**config.mk**
```make
export PLATFORM = sky130hd
export DESIGN_NAME = udp_frame_wr_ctrl
export DESIGN_NICKNAME = d
export VERILOG_FILES = /design/src/rtl/video_loop_pkg.sv /design/src/rtl/sync_fifo.sv /design/src/rtl/udp_frame_wr_ctrl.sv
export SDC_FILE = /design/constraint.sdc
export NUM_CORES = 2
export LEC_CHECK = 0
export BUFFER_PORTS_ARGS = -buffer_cell sky130_fd_sc_hd__clkbuf_2
export CAP_MARGIN = 20
export CORE_UTILIZATION = 45
export CTS_BUF_LIST = sky130_fd_sc_hd__clkbuf_8
export DETAILED_ROUTE_END_ITERATION = 7
export GPL_ROUTABILITY_DRIVEN = 0
export PLACE_DENSITY_LB_ADDON = 0.1
export RECOVER_POWER = 100
export SKIP_CTS_REPAIR_TIMING = 1
export SLEW_MARGIN = 20
export SYNTH_ARGS = -nofsm -noshare
export SYNTH_HDL_FRONTEND = slang
export SYNTH_HIERARCHICAL = 1
export SYNTH_SLANG_ARGS = --single-unit
export TNS_END_PERCENT = 10
```
**constraint.sdc**
```tcl
create_clock -name clk -period 11.3 [get_ports clk]
set_input_delay 2.26 -clock clk [delete_from_list [all_inputs] [get_ports clk]]
set_output_delay 2.26 -clock clk [all_outputs]
set_load 0.1 [all_outputs]
```
**src/rtl/video_loop_pkg.sv**
```systemverilog
// Shared constants and write-FSM encoding for the UDP video loopback path.
// Frame geometry defaults live here so every stage agrees on FRAME_PIX.
package video_loop_pkg;

  localparam int unsigned H_ACT_D   = 1280;
  localparam int unsigned V_ACT_D   = 720;
  localparam int unsigned FRAME_PIX = H_ACT_D * V_ACT_D;

  typedef enum logic [1:0] {
    ST_IDLE  = 2'd0,
    ST_REQ   = 2'd1,
    ST_BURST = 2'd2,
    ST_FLUSH = 2'd3
  } wr_state_t;

  function automatic int unsigned frame_pix(
    input int unsigned h,
    input int unsigned v
  );
    return h * v;
  endfunction

endpackage

```
**src/rtl/sync_fifo.sv**
```systemverilog
// Single-clock first-word-fall-through FIFO with occupancy level.
// clr empties the buffer synchronously; rst does so asynchronously.
module sync_fifo #(
  parameter int unsigned WIDTH = 24,
  parameter int unsigned DEPTH = 64
) (
  input  logic                       clk,
  input  logic                       rst,
  input  logic                       clr,
  input  logic                       push,
  input  logic [WIDTH-1:0]           din,
  input  logic                       pop,
  output logic [WIDTH-1:0]           dout,
  output logic [$clog2(DEPTH+1)-1:0] level,
  output logic                       full
);

  localparam int unsigned AW = $clog2(DEPTH);
  localparam int unsigned LW = $clog2(DEPTH + 1);

  logic [WIDTH-1:0] mem [DEPTH];
  logic [AW-1:0]    wr_ptr;
  logic [AW-1:0]    rd_ptr;
  logic             do_push;
  logic             do_pop;

  function automatic logic [AW-1:0] ptr_inc(input logic [AW-1:0] p);
    return (p == AW'(DEPTH - 1)) ? '0 : p + 1'b1;
  endfunction

  assign full    = (level == LW'(DEPTH));
  assign do_push = push && !full;
  assign do_pop  = pop && (level != '0);
  assign dout    = mem[rd_ptr];

  always_ff @(posedge clk) begin
    if (do_push) begin
      mem[wr_ptr] <= din;
    end
  end

  always_ff @(posedge clk or posedge rst) begin
    if (rst) begin
      wr_ptr <= '0;
      rd_ptr <= '0;
      level  <= '0;
    end else if (clr) begin
      wr_ptr <= '0;
      rd_ptr <= '0;
      level  <= '0;
    end else begin
      if (do_push) wr_ptr <= ptr_inc(wr_ptr);
      if (do_pop)  rd_ptr <= ptr_inc(rd_ptr);
      if (do_push && !do_pop) begin
        level <= level + 1'b1;
      end else if (do_pop && !do_push) begin
        level <= level - 1'b1;
      end
    end
  end

endmodule

```
**src/rtl/udp_frame_wr_ctrl.sv**
```systemverilog
// Buffers received UDP pixels and writes them to the frame buffer
// in fixed-length bursts, restarting the frame address on vs.
module udp_frame_wr_ctrl
  import video_loop_pkg::*;
#(
  parameter int unsigned H_ACT      = H_ACT_D,
  parameter int unsigned V_ACT      = V_ACT_D,
  parameter int unsigned BURST_LEN  = 32,
  parameter int unsigned FIFO_DEPTH = 64,
  parameter int unsigned ADDR_W     = 24
) (
  input  logic              clk,
  input  logic              rst,
  input  logic              rec_en,
  input  logic [23:0]       rec_data,
  input  logic              vs,
  output logic              wr_req,
  input  logic              wr_ack,
  output logic [ADDR_W-1:0] wr_addr,
  output logic [23:0]       wr_data,
  output logic              wr_data_valid,
  output logic              frame_done,
  output logic              overflow,
  output logic [15:0]       drop_cnt
);

  localparam int unsigned FRM = frame_pix(H_ACT, V_ACT);
  localparam int unsigned BW  = $clog2(BURST_LEN);
  localparam int unsigned LW  = $clog2(FIFO_DEPTH + 1);

  if ((FRM % BURST_LEN) != 0) begin : g_bad_frame
    $error("frame size must be a whole number of bursts");
  end
  if (FIFO_DEPTH < 2 * BURST_LEN) begin : g_bad_depth
    $error("FIFO must hold at least two bursts");
  end

  wr_state_t         state;
  wr_state_t         state_nxt;
  logic              restart_pend;
  logic [BW-1:0]     beat;
  logic [LW-1:0]     level;
  logic [23:0]       fifo_dout;
  logic              fifo_full;
  logic              blocked;
  logic              push;
  logic              pop;
  logic              clr;
  logic              last_beat;
  logic [ADDR_W-1:0] addr_inc;
  logic              wrap;

  // A vs in the same cycle already blocks the pixel it arrives with.
  assign blocked   = restart_pend | vs;
  assign push      = rec_en & ~blocked & ~fifo_full;
  assign pop       = (state == ST_BURST);
  assign clr       = (state == ST_FLUSH);
  assign last_beat = pop && (beat == BW'(BURST_LEN - 1));
  assign addr_inc  = wr_addr + ADDR_W'(BURST_LEN);
  assign wrap      = (addr_inc == ADDR_W'(FRM));

  assign wr_req        = (state == ST_REQ);
  assign wr_data_valid = pop;
  assign wr_data       = pop ? fifo_dout : '0;

  sync_fifo #(
    .WIDTH (24),
    .DEPTH (FIFO_DEPTH)
  ) u_fifo (
    .clk   (clk),
    .rst   (rst),
    .clr   (clr),
    .push  (push),
    .din   (rec_data),
    .pop   (pop),
    .dout  (fifo_dout),
    .level (level),
    .full  (fifo_full)
  );

  always_comb begin
    state_nxt = state;
    unique case (state)
      ST_IDLE: begin
        if (restart_pend) begin
          state_nxt = ST_FLUSH;
        end else if (level >= LW'(BURST_LEN)) begin
          state_nxt = ST_REQ;
        end
      end
      ST_REQ: begin
        if (wr_ack) state_nxt = ST_BURST;
      end
      ST_BURST: begin
        if (last_beat) begin
          state_nxt = restart_pend ? ST_FLUSH : ST_IDLE;
        end
      end
      ST_FLUSH: state_nxt = ST_IDLE;
      default:  state_nxt = ST_IDLE;
    endcase
  end

  always_ff @(posedge clk or posedge rst) begin
    if (rst) begin
      state        <= ST_IDLE;
      beat         <= '0;
      wr_addr      <= '0;
      frame_done   <= 1'b0;
      overflow     <= 1'b0;
      drop_cnt     <= '0;
      restart_pend <= 1'b0;
    end else begin
      state      <= state_nxt;
      frame_done <= last_beat && wrap;
      if (pop) begin
        beat <= last_beat ? '0 : beat + 1'b1;
      end
      if (last_beat) begin
        wr_addr <= wrap ? '0 : addr_inc;
      end
      // Flush absorbs any vs seen in its own cycle.
      if (clr) begin
        wr_addr      <= '0;
        overflow     <= 1'b0;
        drop_cnt     <= '0;
        restart_pend <= 1'b0;
      end else begin
        if (vs) restart_pend <= 1'b1;
        if (rec_en && !blocked && fifo_full) begin
          overflow <= 1'b1;
          if (drop_cnt != '1) drop_cnt <= drop_cnt + 1'b1;
        end
      end
    end
  end

endmodule
```
Word level (Yosys, flattened, before mapping)
Memories as Yosys holds them, arrays and structs flattened. Cells that the tools add are included.

Add/sub/neg operators: 7. Reductions and logical operators: 23. Magnitude comparators: 1. Muxes and demuxes: 29. Bitwise gates (word level): 5. Eq/ne operators: 12.

Operator list (number): $mux W24 (4); $mux W16 (3); $mux W6 (6); $add A24 B6 Y24 const B (1); $eq A24 B20 Y1 const B (1); $mux W7 (3); $add A16 B1 Y16 const B (1); $ne A16 B16 Y1 const B (1); $add A6 B1 Y6 const B (2); $eq A6 B6 Y1 const B (2); $reduce_bool A2 Y1 (6); $mux W2 (5); $logic_and A1 B1 Y1 (8); $pmux W2 S4 (1); $add A7 B1 Y7 const B (1); $eq A7 B7 Y1 const B (1); $ge A7 B6 Y1 const B (1); $reduce_bool A7 Y1 (1); $sub A7 B1 Y7 const B (1); $mux W1 (6); $add A5 B1 Y5 const B (1); $eq A5 B5 Y1 const B (1); $mux W5 (1); $eq A2 B2 Y1 const B (2); other kinds (11) (17).

Register bits after elaboration: 69. Input port bits: 29. Word-level logic and storage cells: 88. Memory bits (writable): 1536. Output and inout port bits: 68. Memories kept: 1.

Memory list: u_fifo.mem (words 64, bits a word 24, rd ports 1, clocked after memory_dff 0, write ports 1, RTL line sync_fifo.sv:21) `logic [WIDTH-1:0] mem [DEPTH];`.

Depth between registers and ports, before layout
Depth after elaboration: 10. Depth in mapped cells: 15. Depth with buffers taken out: 14.

Modules after synthesis
Netlist, hierarchy kept.

By module, submodules not included: sync_fifo (instances 1, sequential area each 46599.7 sq um, area each 60813.3 sq um, cells an instance 3008); udp_frame_wr_ctrl (instances 1, sequential area each 1126.1 sq um, area each 2916.5 sq um, cells an instance 339).

Least setup slack after synthesis
Ideal clock, no wire load.

Path type: input to register. Start: input port vs. End: memory u_fifo.mem[49][0], enable pin. Stages: 8. Arrival: 5116 ps. Slack: 5743 ps. Library setup time: 440 ps. Required time: 10860 ps. Cells stage by stage: nor2_1 -> nand2_1 -> nor2_1 -> inv_1 -> a31oi_1 -> clkbuf_1 -> nand3_1 -> nor3b_1.

Longest elaborated chain between the ends: 7.

RTL lines: start, declared (RTL line udp_frame_wr_ctrl.sv:16) `input logic vs,`; $or A1 B1 Y1 (RTL line udp_frame_wr_ctrl.sv:54) `assign blocked = restart_pend | vs;`; $not A1 Y1 (RTL line udp_frame_wr_ctrl.sv:55) `assign push = rec_en & ~blocked & ~fifo_full;`; $and A1 B1 Y1 (2 in series) (RTL line udp_frame_wr_ctrl.sv:55); via push (RTL line udp_frame_wr_ctrl.sv:46) `logic push;`; $logic_and A1 B1 Y1 (RTL line sync_fifo.sv:32) `assign do_push = push && !full;`; $mux W1 (RTL line sync_fifo.sv:37) `if (do_push) begin`; $mux W1 (implied by the code) (RTL line sync_fifo.sv:38) `mem[wr_ptr] <= din;`; end, declared (RTL line sync_fifo.sv:21).

The timed path passes the listed nets, and every way through them passes these cells.

Worst setup path after layout
Start: register u_fifo.rd_ptr[0]. End: output port wr_data[5].

Longest elaborated chain between the ends: 2.

RTL lines: start, declared (RTL line sync_fifo.sv:23) `logic [AW-1:0] rd_ptr;`; start signal, assigned (RTL line sync_fifo.sv:53) `if (do_pop) rd_ptr <= ptr_inc(rd_ptr);`; $mem_v2 Z64 W24; via fifo_dout[5] (RTL line udp_frame_wr_ctrl.sv:43) `logic [23:0] fifo_dout;`; $mux W24 (RTL line udp_frame_wr_ctrl.sv:64) `assign wr_data = pop ? fifo_dout : '0;`; end, declared (RTL line udp_frame_wr_ctrl.sv:20) `output logic [23:0] wr_data,`.

The timed path passes the listed nets, and every way through them passes these cells.

==> flow_summary.yaml <==
synthesis:
  synthAdderAreaFrac: 0.00267
  synth_top_family_by_area: "multiplexers"
  yosys.area_share.simple: 0.0413
  synth.mux.area_fraction: 0.133
  synth_top_area_share: 0.724
  synth_warnings: 6
  yosysMostFrequentCell: "edfxtp_1"
  synth_common_cells: "edfxtp_1 (1536), mux2i_1 (306), mux4_2 (240)"
  syn_area_mm2: 0.0637
  synth_compound_area_frac: 0.0479
  synth_largest_area_cell: "edfxtp_1"
  synth_xor_area_frac: 0.00385
  avgSynthCellArea_um2: 19.0
  synth_cell_types: 84
  ys_top_cells_by_area: "edfxtp_1 (72%), mux4_2 (8.5%), mux2i_1 (4.8%)"
  synthCells: 3347
  ys_seq_area_frac: 0.749
  synth_edf_count: 1536
  synth-seq-cells: 1600
  async_flop_share: 0.0400
  ys.flop_type: "edfxtp_1"
die:
  die_h_um: 378
  die_x_um: 378
  pin_count: 97
  rows: 137
  core_mm2: 0.140
  start_util: 0.455
  dieArea_mm2: 0.143
detailed_routing:
  wl_per_cell_um: 31.9
  viasPerCell: 6.00
  dr.first_iter.drc_count: 4056
  drc: 0
  vias: 34400
  drt-total-wl_um: 183000
  ant_nets: 0
  dr.pass1.iters: 5
clocking:
  worstSkewPairLatency_ns: 1.01
  htree_levels: 5
  cts.sinks: 1600
  clockBufferDepth: 4
  clkTransAtPathRegs_ns: 0.05
  root_buffer: "clkbuf_8"
  cts_buffers: 282
  cts_tree: "yes"
global_route:
  grt_max_degree: 111
  antenna_found_initial: 4
  grt_use_total: 0.258
  grt_overflow: 0
  grt_pass1_vias: 34600
  grt_pass1_wl_um: 257000
placement:
  placed_cell_area_mm2: 0.0665
  dp_cells: 5253
  portBuffers: 91
  dp_hpwl_um: 102000
  place_worst_setup_slack_ns: 4.23
sta:
  rsz0062_at_grt: "false"
  hold_violations: 0
  setup_viol: 0
  maxSlewViolCount: 3113
  setup_tns_ns: 0
  fin_skew_ns: 0.0560
  min_period_ns: 9.44
  tightestPinTransition_ns: 3.73
  fmax_ghz: 0.106
  max-slew-margin-rel: -1.49
  fin_ws_ns: 1.86
  period_share: 0.836
  hold_slack_ns: 0.492
flow_run:
  drv_cap: 87
critical_path:
  path_max_fanout: 49
  crit_path_end_kind: "output pin"
  critical_path_required_ns: 9.04
  worst_path_max_delay_cell: "dfrtp_1"
  crit_family: "flip-flops"
  critPathLaunchType: "register"
  path_buf_inv: 2
  slowest_delay_ns: 2.09
  cp.arrival_ns: 7.18
  crit_chain: "buf_4 > mux4_2 > nand2_1 > o21ai_0 > o22ai_1 > nor2_1 > and2_1 > clkbuf_1"
  crit_type: "reg -> out"
finish:
  stdcell_count: 5735
  drive_above_1_share: 0.192
  final.fill_count: 11600
  multi_input_area_mm2: 0.0148
  syn_to_final_growth_pct: 11.3
  final_cell_area_mm2: 0.0709
  nets: 3706
  final_core_util: 0.506
  seq_area_mm2: 0.0477
status:
  violations: "capacitance limit, slew limit"
  outcome: "finished with violations"
power:
  peakVddDrop_uv: 283
  p_per_area_mw_per_mm2: 226
  power.static_leakage_nw: 22.5
  power_mw: 16.0
hold_path:
  holdCritPathClass: "reg -> reg"
cell type report:
type,count,share of cell area
multi-input cells,1535,0.209
flip-flops and latches,1600,0.673
inverters,21,0.00113
repair buffers,224,0.0157
well taps,1876,0.0331
clock inverters,183,0.0119
clock buffers,290,0.0563
diodes,6,0.000212
cells by family (layout without fill, tap and decap cells):
kind of cell	Yosys count	in the layout
and+or+nand+nor	525	525
adders and majority gates	13	13
muxes	547	547
AOI/OAI and AO/OA	417	417
xor gates and xnor gates	28	28
other	1	11
buffers and inverters	216	718
DFF	1600	1600
where the power goes:
group / switching [mW] / internal (mW) / total (mW)
logic: 3.06 / 1.57 / 4.63
registers: 0.115 / 6.57 / 6.69
clock network: 2.28 / 2.45 / 4.73
total: 5.45 / 10.6 / 16.0
path summary, 6_finish.rpt:
kind	from	cells after the start	to	slack, ns
worst max-delay path	u_fifo/rd_ptr[0]	8	wr_data[5]	1.86
worst min-delay path	beat[4]	2	beat[4]	0.49
worst max register to register	u_fifo/level[5]	9	u_fifo/mem[51][14]	6.26
worst min register to register	beat[4]	2	beat[4]	0.49
max in group asynchronous	rst	2	wr_addr[16]	8.51
min in group asynchronous	rst	2	u_fifo/rd_ptr[2]	1.50
layout by cell type, fill, tap and decap left out, drive strengths merged, types with 8 or more instances in the layout:
master / Yosys / routed
inv: 21 / 99
clkbuf: 54 / 475
o221a: 10 / 10
nor3: 29 / 29
o22ai: 14 / 14
xor2: 16 / 16
nand2: 130 / 130
ha: 12 / 12
a21boi: 10 / 10
a32o: 31 / 31
mux2i: 306 / 306
clkinv: 0 / 98
a221oi: 66 / 66
edfxtp: 1536 / 1536
a21oi: 71 / 71
o21ai: 64 / 64
and3: 17 / 17
nand2b: 33 / 33
nor2: 133 / 133
o41ai: 8 / 8
dfrtp: 64 / 64
a22oi: 108 / 108
xnor2: 12 / 12
and2: 32 / 32
nand4: 27 / 27
nand3: 73 / 73
mux4: 241 / 241
nor2b: 18 / 18
buf: 141 / 39
worst reg2reg max path, cell delays in order (launching register included):
cell and delay (ns):
dfrtp_1 0.47, nor2_1 0.13, and3_1 0.22, nor2_1 0.13, inv_1 0.08, a31oi_1 0.15, clkbuf_1 0.59, nand3_1 0.65
nor2_4 0.24, clkbuf_1 1.91
state kept, by name, summed over array words and instances, names as in the netlist:
name	flops
drop_cnt	16
u_fifo/rd_ptr	6
u_fifo/level	7
u_fifo/wr_ptr	6
state	2
restart_pend	1
u_fifo/mem	1536
beat	5
frame_done	1
overflow	1
wr_addr	19
routing by layer:
metal	share of wire	wire, um	GRT usage
met1	0.44	80000	0.374
met5	0	0	0
met4	0.021	3830	0.0690
met3	0.078	14200	0.0527
met2	0.46	85000	0.398
Note: power is estimated with default switching activity, not from simulation.
